===== src/rtl/apb4_axil_bridge_pkg.sv =====
// Shared types and constants for the APB4-completer to AXI4-Lite-manager bridge.
package apb4_axil_bridge_pkg;

   typedef enum logic [2:0] {
      ST_IDLE    = 3'd0,
      ST_WR_REQ  = 3'd1,
      ST_WR_RESP = 3'd2,
      ST_RD_REQ  = 3'd3,
      ST_RD_RESP = 3'd4,
      ST_DONE    = 3'd5
   } state_t;

   localparam logic [1:0] RESP_OKAY   = 2'b00;
   localparam logic [1:0] RESP_EXOKAY = 2'b01;
   localparam logic [1:0] RESP_SLVERR = 2'b10;
   localparam logic [1:0] RESP_DECERR = 2'b11;

   localparam logic [2:0] PROT_DEFAULT = 3'b000;

   // EXOKAY counts as success: the bridge never issues exclusive accesses.
   function automatic logic resp_is_err(input logic [1:0] resp);
      case (resp)
         RESP_SLVERR, RESP_DECERR: return 1'b1;
         RESP_OKAY, RESP_EXOKAY:   return 1'b0;
      endcase
      return 1'b0;
   endfunction

endpackage


===== src/rtl/apb4_axil_bridge.sv =====
// APB4 completer -> AXI4-Lite manager, one transfer in flight; best case pready 3 cycles after setup.
// Backpressure: pready is held off until the AXI response returns; a stalled target stalls APB.
module apb4_axil_bridge
   import apb4_axil_bridge_pkg::*;
#(
   parameter int ADDR_WIDTH  = 32,
   parameter bit ALIGN_CHECK = 1'b1
) (
   input  logic                  clk_i,
   input  logic                  rst_i,
   input  logic [ADDR_WIDTH-1:0] s_apb_paddr,
   input  logic [2:0]            s_apb_pprot,
   input  logic                  s_apb_psel,
   input  logic                  s_apb_penable,
   input  logic                  s_apb_pwrite,
   input  logic [31:0]           s_apb_pwdata,
   input  logic [3:0]            s_apb_pstrb,
   output logic                  s_apb_pready,
   output logic [31:0]           s_apb_prdata,
   output logic                  s_apb_pslverr,
   output logic                  m_axi_awvalid,
   input  logic                  m_axi_awready,
   output logic [ADDR_WIDTH-1:0] m_axi_awaddr,
   output logic [2:0]            m_axi_awprot,
   output logic                  m_axi_wvalid,
   input  logic                  m_axi_wready,
   output logic [31:0]           m_axi_wdata,
   output logic [3:0]            m_axi_wstrb,
   input  logic                  m_axi_bvalid,
   output logic                  m_axi_bready,
   input  logic [1:0]            m_axi_bresp,
   output logic                  m_axi_arvalid,
   input  logic                  m_axi_arready,
   output logic [ADDR_WIDTH-1:0] m_axi_araddr,
   output logic [2:0]            m_axi_arprot,
   input  logic                  m_axi_rvalid,
   output logic                  m_axi_rready,
   input  logic [31:0]           m_axi_rdata,
   input  logic [1:0]            m_axi_rresp
);

   state_t                state_q, state_d;
   logic                  aw_done_q, aw_done_d, w_done_q, w_done_d;
   logic                  awvalid_q, awvalid_d, wvalid_q, wvalid_d, bready_q, bready_d;
   logic                  arvalid_q, arvalid_d, rready_q, rready_d;
   logic [ADDR_WIDTH-1:0] awaddr_q, awaddr_d, araddr_q, araddr_d;
   logic [2:0]            awprot_q, awprot_d, arprot_q, arprot_d;
   logic [31:0]           wdata_q, wdata_d, prdata_q, prdata_d;
   logic [3:0]            wstrb_q, wstrb_d;
   logic                  pready_q, pready_d, pslverr_q, pslverr_d;
   logic                  setup, misaligned, aw_hs, w_hs;

   assign setup      = s_apb_psel && !s_apb_penable;
   assign misaligned = ALIGN_CHECK && (s_apb_paddr[1:0] != 2'b00);
   assign aw_hs      = awvalid_q && m_axi_awready;
   assign w_hs       = wvalid_q && m_axi_wready;

   always_comb begin
      state_d   = state_q;
      aw_done_d = aw_done_q;
      w_done_d  = w_done_q;
      awvalid_d = awvalid_q;
      wvalid_d  = wvalid_q;
      bready_d  = bready_q;
      arvalid_d = arvalid_q;
      rready_d  = rready_q;
      awaddr_d  = awaddr_q;
      awprot_d  = awprot_q;
      wdata_d   = wdata_q;
      wstrb_d   = wstrb_q;
      araddr_d  = araddr_q;
      arprot_d  = arprot_q;
      // APB response outputs are a one-cycle pulse, so they default back to 0.
      pready_d  = 1'b0;
      prdata_d  = '0;
      pslverr_d = 1'b0;

      case (state_q)
         ST_IDLE: begin
            if (setup) begin
               if (misaligned) begin
                  state_d   = ST_DONE;
                  pready_d  = 1'b1;
                  pslverr_d = 1'b1;
               end else if (s_apb_pwrite) begin
                  state_d   = ST_WR_REQ;
                  awvalid_d = 1'b1;
                  wvalid_d  = 1'b1;
                  aw_done_d = 1'b0;
                  w_done_d  = 1'b0;
                  awaddr_d  = s_apb_paddr;
                  awprot_d  = s_apb_pprot;
                  wdata_d   = s_apb_pwdata;
                  wstrb_d   = s_apb_pstrb;
               end else begin
                  state_d   = ST_RD_REQ;
                  arvalid_d = 1'b1;
                  araddr_d  = s_apb_paddr;
                  arprot_d  = s_apb_pprot;
               end
            end
         end
         ST_WR_REQ: begin
            if (aw_hs) begin
               awvalid_d = 1'b0;
               aw_done_d = 1'b1;
            end
            if (w_hs) begin
               wvalid_d = 1'b0;
               w_done_d = 1'b1;
            end
            if ((aw_done_q || aw_hs) && (w_done_q || w_hs)) begin
               state_d  = ST_WR_RESP;
               bready_d = 1'b1;
            end
         end
         ST_WR_RESP: begin
            if (m_axi_bvalid && bready_q) begin
               bready_d  = 1'b0;
               state_d   = ST_DONE;
               pready_d  = 1'b1;
               pslverr_d = resp_is_err(m_axi_bresp);
            end
         end
         ST_RD_REQ: begin
            if (m_axi_arready) begin
               arvalid_d = 1'b0;
               rready_d  = 1'b1;
               state_d   = ST_RD_RESP;
            end
         end
         ST_RD_RESP: begin
            if (m_axi_rvalid && rready_q) begin
               rready_d  = 1'b0;
               state_d   = ST_DONE;
               pready_d  = 1'b1;
               prdata_d  = m_axi_rdata;
               pslverr_d = resp_is_err(m_axi_rresp);
            end
         end
         ST_DONE: state_d = ST_IDLE;
         default: state_d = ST_IDLE;
      endcase
   end

   always_ff @(posedge clk_i or posedge rst_i) begin
      if (rst_i) begin
         state_q   <= ST_IDLE;
         aw_done_q <= 1'b0;
         w_done_q  <= 1'b0;
         awvalid_q <= 1'b0;
         wvalid_q  <= 1'b0;
         bready_q  <= 1'b0;
         arvalid_q <= 1'b0;
         rready_q  <= 1'b0;
         awaddr_q  <= '0;
         awprot_q  <= PROT_DEFAULT;
         wdata_q   <= '0;
         wstrb_q   <= '0;
         araddr_q  <= '0;
         arprot_q  <= PROT_DEFAULT;
         pready_q  <= 1'b0;
         prdata_q  <= '0;
         pslverr_q <= 1'b0;
      end else begin
         state_q   <= state_d;
         aw_done_q <= aw_done_d;
         w_done_q  <= w_done_d;
         awvalid_q <= awvalid_d;
         wvalid_q  <= wvalid_d;
         bready_q  <= bready_d;
         arvalid_q <= arvalid_d;
         rready_q  <= rready_d;
         awaddr_q  <= awaddr_d;
         awprot_q  <= awprot_d;
         wdata_q   <= wdata_d;
         wstrb_q   <= wstrb_d;
         araddr_q  <= araddr_d;
         arprot_q  <= arprot_d;
         pready_q  <= pready_d;
         prdata_q  <= prdata_d;
         pslverr_q <= pslverr_d;
      end
   end

   assign s_apb_pready  = pready_q;
   assign s_apb_prdata  = prdata_q;
   assign s_apb_pslverr = pslverr_q;
   assign m_axi_awvalid = awvalid_q;
   assign m_axi_awaddr  = awaddr_q;
   assign m_axi_awprot  = awprot_q;
   assign m_axi_wvalid  = wvalid_q;
   assign m_axi_wdata   = wdata_q;
   assign m_axi_wstrb   = wstrb_q;
   assign m_axi_bready  = bready_q;
   assign m_axi_arvalid = arvalid_q;
   assign m_axi_araddr  = araddr_q;
   assign m_axi_arprot  = arprot_q;
   assign m_axi_rready  = rready_q;

endmodule

===== config.mk =====
export PLATFORM = sky130hd
export DESIGN_NAME = apb4_axil_bridge
export DESIGN_NICKNAME = d
export VERILOG_FILES = /design/src/rtl/apb4_axil_bridge_pkg.sv /design/src/rtl/apb4_axil_bridge.sv
export SDC_FILE = /design/constraint.sdc
export NUM_CORES = 1
export LEC_CHECK = 0
export BUFFER_PORTS_ARGS = -buffer_cell sky130_fd_sc_hd__buf_2
export CAP_MARGIN = 10
export CORE_MARGIN = 2
export CORE_UTILIZATION = 40
export DETAILED_ROUTE_END_ITERATION = 10
export PLACE_DENSITY = 0.7
export SLEW_MARGIN = 20
export SYNTH_ARGS = -nofsm -noshare
export SYNTH_HDL_FRONTEND = slang
export SYNTH_SLANG_ARGS = --single-unit

===== constraint.sdc =====
create_clock -name clk_i -period 7.1 [get_ports clk_i]
set_input_delay 1.775 -clock clk_i [delete_from_list [all_inputs] [get_ports clk_i]]
set_output_delay 1.775 -clock clk_i [all_outputs]
set_load 0.005 [all_outputs]

## Yosys cells after proc, flatten, opt, wreduce, memory -nomap -nowiden

Cells that the tools add are included.

- Bits in registers: 150
- Bits in read-only memories: 0
- Memory bits (writable): 0
- Memories kept: 0
- Bits in latches: 0
- Logic and storage cells: 123

- Reductions and logical operators: 31
- Div/mod/pow operators: 0
- Order comparisons: 0
- Shift operators: 0
- Muxes and demuxes: 53
- Bitwise operators: 2
- Add/subtract/negate cells: 0
- Multipliers: 0
- Eq/ne operators: 20

Operators by type and width:

| kind | number |
|---|---|
| $mux W32 | 2 |
| $mux W1 | 32 |
| $ne A2 B2 Y1 const B | 10 |
| $reduce_and A5 Y1 | 4 |
| $mux W3 | 6 |
| $pmux W1 S2 | 9 |
| $pmux W3 S5 | 1 |
| $reduce_bool A2 Y1 | 5 |
| $eq A2 B2 Y1 const B | 4 |
| $reduce_and A4 Y1 | 2 |
| $reduce_or A2 Y1 | 4 |
| $reduce_or A4 Y1 | 2 |
| $eq A3 B2 Y1 const B | 2 |
| $logic_and A1 B1 Y1 | 6 |
| $pmux W1 S3 | 2 |
| $reduce_and A3 Y1 | 2 |
| $eq A2 B1 Y1 const B | 2 |
| $logic_not A2 Y1 | 2 |
| $eq A3 B1 Y1 const B | 1 |
| $eq A3 B3 Y1 const B | 1 |
| $logic_not A3 Y1 | 1 |
| $logic_or A1 B1 Y1 | 2 |
| $mux W2 | 1 |
| $not A1 Y1 | 2 |
| $logic_not A1 Y1 | 1 |

## Depth between registers and ports, before layout

Gate-level depths: netlist (run 1).

- Word-level depth: 8
- Depth in mapped cells: 5

## Worst setup path before layout (run 1)

No wires, ideal clock.

- Path type: in2reg
- From: input port s_apb_penable
- To: register awaddr_q[10], in the netlist m_axi_awaddr[10]
- Path buffers: 2
- Arrival time: 3379 ps
- Setup time: 125 ps
- Path slack: 3596 ps
- Stages: 5
- Data required time: 6975 ps
- Path through: or4b_4 or4_4 buf_6 buf_6 mux2_4

- Cells in the longest elaborated chain, start to end: 3

Ends and longest elaborated chain:

| item | line | source |
|---|---|---|
| from (decl) | apb4_axil_bridge.sv:14 | `input logic s_apb_penable,` |
| $logic_not A1 Y1 | apb4_axil_bridge.sv:53 | `assign setup = s_apb_psel && !s_apb_penable;` |
| $logic_and A1 B1 Y1 | apb4_axil_bridge.sv:53 |  |
| $reduce_and A4 Y1 (no source line) | - |  |
| to (signal assigned) | apb4_axil_bridge.sv:174 | `awaddr_q <= awaddr_d;` |
| to (decl) | apb4_axil_bridge.sv:46 | `logic [ADDR_WIDTH-1:0] awaddr_q, awaddr_d, araddr_q, araddr_d;` |

No other way between the ends.
A chain may end at the register's enable or synchronous reset.

## Final worst setup path (run 1)

- From: input port s_apb_penable
- To: register wdata_q[10], in the netlist m_axi_wdata[10]

- Cells in the longest elaborated chain, start to end: 3

Ends and longest elaborated chain:

| item | line | source |
|---|---|---|
| $logic_not A1 Y1 | apb4_axil_bridge.sv:53 |  |
| $logic_and A1 B1 Y1 | apb4_axil_bridge.sv:53 |  |
| $reduce_and A4 Y1 (no source line) | - |  |
| to (signal assigned) | apb4_axil_bridge.sv:176 | `wdata_q <= wdata_d;` |
| to (decl) | apb4_axil_bridge.sv:48 | `logic [31:0] wdata_q, wdata_d, prdata_q, prdata_d;` |

No other way between the ends.

==> results of run 1 <==
-- routing by layer --
layer,up-vias,global-route usage [%],wire length [um]
met3,18,6.868,1171
li1,1763,-,-
met1,1836,19.51,4982
met4,0,7.813,276
met5,-,0,0
met2,169,28.26,6376
-- worst reg2reg max path: stages (launching register included) --
cell	delay, ns
dfrtp_1	0.51
or4b_4	0.63
or4_4	0.71
buf_4	0.47
mux2_1	0.49
-- final timing paths --
check                             endpoint  slack, ns  cells past startpoint
min reg2reg                m_axi_awaddr[0]       0.48                      1
max in group asynchronous  m_axi_awaddr[6]       4.30                      3
min                        m_axi_awaddr[0]       0.48                      1
max                        m_axi_wdata[10]       3.32                      5
max reg2reg                m_axi_wdata[10]       4.17                      4
min in group asynchronous  m_axi_wdata[30]       1.50                      2
-- state kept, by name, indices dropped and copies added (netlist names) --
name	count
s_apb_pready	1
m_axi_awaddr	32
m_axi_rready	1
m_axi_bready	1
state_q	3
m_axi_arprot	3
s_apb_pslverr	1
m_axi_wdata	32
m_axi_arvalid	1
m_axi_araddr	32
m_axi_awprot	3
w_done_q	1
s_apb_prdata	32
aw_done_q	1
m_axi_wvalid	1
m_axi_awvalid	1
m_axi_wstrb	4
-- stage by stage --
step	area, sq um	std cells	hold WS [ns]	power, mW
floorplan	5727	355	0.4500	1.670
global placement	7181	782	0.4586	2.008
detailed placement	7181	782	0.4657	2.051
CTS	7757	813	0.4837	2.929
global route	7757	813	0.5060	3.069
finish	7757	813	0.4790	2.887
-- layout make-up --
class	count	area, sq um
well taps	180	225.2
flip-flops and latches	150	3754
multi-input cells	183	1844
repair buffers	264	1334
clock buffers	23	478.0
clock inverters	8	98.84
fillers	1158	6177
inverters	5	23.77
-- power by group --
group | total (mW) | internal [mW] | switching, mW
registers | 1.29 | 1.13 | 0.163
clock network | 0.865 | 0.542 | 0.323
logic | 0.732 | 0.461 | 0.271
-- placed cells by master, fill, tap and decap left out, types with 4 or more instances in the layout --
master	n
buf_2	259
dfrtp_1	150
mux2_2	56
mux2_4	40
and2_1	34
clkbuf_16	17
mux2_1	6
a21oi_1	6
buf_4	5
inv_1	4
-- kinds of logic after synthesis --
logic type             Yosys count  share of synthesized area, %
flip-flops                     150                         65.55
AO/OA/AOI/OAI                   18                         2.163
buffers and inverters           22                         2.338
multiplexers                   102                         22.68
AND/OR/NAND/NOR                 63                         7.276
==> out/metrics.yaml, run 1 <==
yosys_warnings: 0
synth-edff-count: 0
grt_max_degree: 89
startpoint_type: "primary input"
cts.sinks: 150
vias: 3786
path_delay_family: "simple AND/OR/NAND/NOR gates"
cts_root_buf: "clkbuf_16"
yosysTopAreaCellShare_pct: 65.55
status: "finished, final reports clean"
vdd_drop_max_v: 0.0001473
max_cap_violations: 0
fin_crit_ns: 3.784
grt_usage_pct: 17.11
ys_ff_latch: 150
h-tree-depth: 4
fmax_ghz: 0.2643
crit_path_cell_trace: "buf_2 > or4b_4 > or4_4 > buf_4 > mux2_1"
critPathBufInv: 2
async_reset_ff_share_pct: 100.0
start_util_pct: 41.10
p_leak_nw: 4.360
required_ns: 7.38
cts-hold-fix-buffers: 0
end_kind: "flop"
drc_errors: 0
die_h_um: 123.7
post-place-ws_ns: 2.908
synth_area_leaders: "dfrtp_1 (66%), mux2_2 (11%), mux2_4 (10%), and2_1 (3.7%), buf_6 (1.2%)"
cts.clk_slew.worst_paths_ns: 0.05
area_growth_pct: 35.46
grt_pass1_vias: 3972
fin_tns_setup_ns: 0
core-area_sq_um: 13930
min_period_over_period_pct: 53.29
min-delay-path-class: "reg2reg"
antenna_found_initial: 1
max_slew_margin_pct: 40.60
gp_congestion: 0.7159
io_buffers: 259
grt_pass1_wl_um: 19670
slew_viol_final: 0
timing.rr.start: "state_q[0]"
postLayoutCoreUtil_pct: 55.67
detailedPlacementHpwl_um: 9395
routed_wl_um: 12810
synth.avg_cell_area_sq_um: 16.13
post-cts-setup-buffer-count: 0
cp.arrival_ns: 4.07
synth.most_common_cell: "dfrtp_1"
drt-initial-drc-count: 100
slowest_stage: "or4_4"
finClkSkew_ns: 0.004664
wl_per_cell_um: 15.75
final_nets: 738
fin_ws_ns: 3.316
row_count: 43
cts_resized: 0
min-delay-start: "m_axi_awaddr[0]"
synthesis.instances: 355
cts-buffers-inserted: 17
ys_seq_area_share_pct: 65.55
postSynthNetCount: 472
syn-cell-area_sq_um: 5727
clk_latency_ns: 0.40
power.density_nw_per_um2: 372.2
dieArea_sq_um: 15290
viasPerCell: 4.657
finalSetupViolations: 0
synthFlopType: "dfrtp_1"
num_antenna_cells: 0
yosys.area.top_type: "dfrtp_1"
cts_buffer_depth: 2
slowest_delay_ns: 0.71
die_w_um: 123.7
worst_slew_pin_slew_ns: 0.8910
grt.overflow.total: 0
dr.pass1.iters: 4
finalHoldViolCount: 0
ant_nets: 0
synth.distinct_cells: 36
synth_common_cells: "dfrtp_1 (150), mux2_2 (56), mux2_4 (40), and2_1 (34)"
setup.worst_path.class: "in2reg"
design.portCount: 262
setup.worst_path.start: "s_apb_penable"
critPathMaxFanout: 52
drive_gt1_share_pct: 62.56
rsz0062_at_grt: "no"
cts_tree: "done"
Note: power is estimated with default switching activity, not from simulation.
==> run 2, diff against run 1 <==
- clock period: 7.1 -> 3.82 ns (I/O delays scaled with it)
==> run 2 against run 1 <==
Setup slack worse by 2.3 ns; first-iteration DRC count is 28% higher; clock power is 90% higher; cell count is 0.12% higher; non-clock buffer count is 1 higher; register-to-register slack worse by 3.1 ns; sequential power is 86% higher; total power is 87% higher; via count is 0.13% lower; largest power group unchanged; highest routed layer unchanged.
==> out/metrics.yaml, run 2 (synthesis results as in run 1) <==
top_layer: "met4"
post-cts-setup-buffer-count: 0
slowest_delay_ns: 0.80
die_w_um: 123.7
cts_buffer_depth: 2
setup.worst_path.class: "in2reg"
wl_met2_um: 6343
most-common-layout-cells: "buf_2 (259), dfrtp_1 (150), mux2_2 (56), mux2_4 (40), and2_1 (34)"
dr.pass1.iters: 4
rsz0062_at_grt: "no"
design.portCount: 262
status: "finished, final reports clean"
drc_errors: 0
place_area_sq_um: 7224
finClkSkew_ns: 0.005321
area_growth_pct: 36.36
dieArea_sq_um: 15290
cp.arrival_ns: 3.08
antenna_found_initial: 0
cts_resized: 0
min-delay-path-class: "reg2reg"
grt_max_degree: 70
slew_viol_final: 0
final_nets: 739
worst_slew_pin_slew_ns: 0.8355
drive_gt1_share_pct: 62.78
power.density_nw_per_um2: 692.3
start_util_pct: 41.10
max_slew_margin_pct: 44.18
row_count: 43
clk_latency_ns: 0.41
p_leak_nw: 4.387
vias: 3781
slowest_stage: "or4_4"
num_antenna_cells: 0
max_cap_violations: 0
io_buffers: 259
grt_usage_pct: 17.09
ant_nets: 0
end_kind: "flop"
grt_pass1_wl_um: 19560
cts.clk_slew.worst_paths_ns: 0.06
gp_congestion: 0.7563
required_ns: 4.12
grt.overflow.total: 0
drt-initial-drc-count: 128
h-tree-depth: 4
finalHoldViolCount: 0
fmax_ghz: 0.3594
detailedPlacementHpwl_um: 9352
critPathMaxFanout: 44
grt_pass1_vias: 3975
wl_met1_um: 5146
core-area_sq_um: 13930
die_h_um: 123.7
layout_commonest_cell: "buf_2"
finalSetupViolations: 0
startpoint_type: "primary input"
vdd_drop_max_v: 0.0003352
cts-hold-fix-buffers: 0
routed_wl_um: 12970
min_period_over_period_pct: 72.83
cts_tree: "done"
crit_path_cell_trace: "buf_2 > or4b_4 > or4_4 > buf_12 > mux2_1"
fin_crit_ns: 2.782
cts.sinks: 150
fin_tns_setup_ns: 0
viasPerCell: 4.645
cts_root_buf: "clkbuf_16"
wl_met3_um: 1260
cts-buffers-inserted: 17
wl_per_cell_um: 15.93
final_cell_area_sq_um: 7809
run 2: cell count changes in the layout (fill, tap and decap cells not counted), sizes merged:
cell  change
buf       +1
run 2: cell type report:
cell class / count / area [sq um]
clock buffer: 23 / 488.0
timing repair buffer: 265 / 1379
sequential: 150 / 3754
inverter: 5 / 22.52
multi-input combinational: 183 / 1844
clock inverter: 8 / 96.34
tap: 180 / 225.2
fill: 1175 / 6126
run 2: worst paths after layout:
path	cells after the start	start	slack [ns]	end
worst min-delay path	1	m_axi_awaddr[0]	0.48	m_axi_awaddr[0]
worst max register to register	4	state_q[0]	1.07	m_axi_wdata[12]
worst max-delay path	5	s_apb_penable	1.04	m_axi_wdata[12]
max in group asynchronous	3	rst_i	2.31	m_axi_awaddr[28]
min in group asynchronous	2	rst_i	0.69	m_axi_wdata[23]
worst min register to register	1	m_axi_awaddr[0]	0.48	m_axi_awaddr[0]
run 2: report_power, final:
part	switching, mW	internal [mW]	total (mW)
Clock	0.618	1.02	1.64
Combinational	0.498	0.861	1.36
Sequential	0.309	2.09	2.40
Total	1.43	3.98	5.41
run 2: through the flow:
stage          setup WS, ns  std cells  hold WS, ns  utilization [%]  total power, mW
2_1_floorplan        0.9760        355       0.4500                -            3.104
3_3_place_gp         0.6487        783       0.4595            51.85            3.744
5_1_grt               1.006        814       0.4999            56.04            5.728
6_report              1.038        814       0.4791            56.04            5.406
3_5_place_dp         0.6049        783       0.4683            51.85            3.816
4_1_cts               1.055        814       0.4817            56.04            5.484
run 2: worst max-delay path: cells and delay by family:
| family | cells | cell delay [ns] |
|---|---|---|
| buffers and inverters | 2 | 0.41 |
| AND/OR/NAND/NOR | 2 | 1.32 |
| multiplexers | 1 | 0.35 |
run 2: layer usage:
layer	vias up	global-route usage (%)
met1	1842	19.49
met5	-	0
met4	0	7.315
li1	1756	-
met3	22	7.692
met2	161	27.82
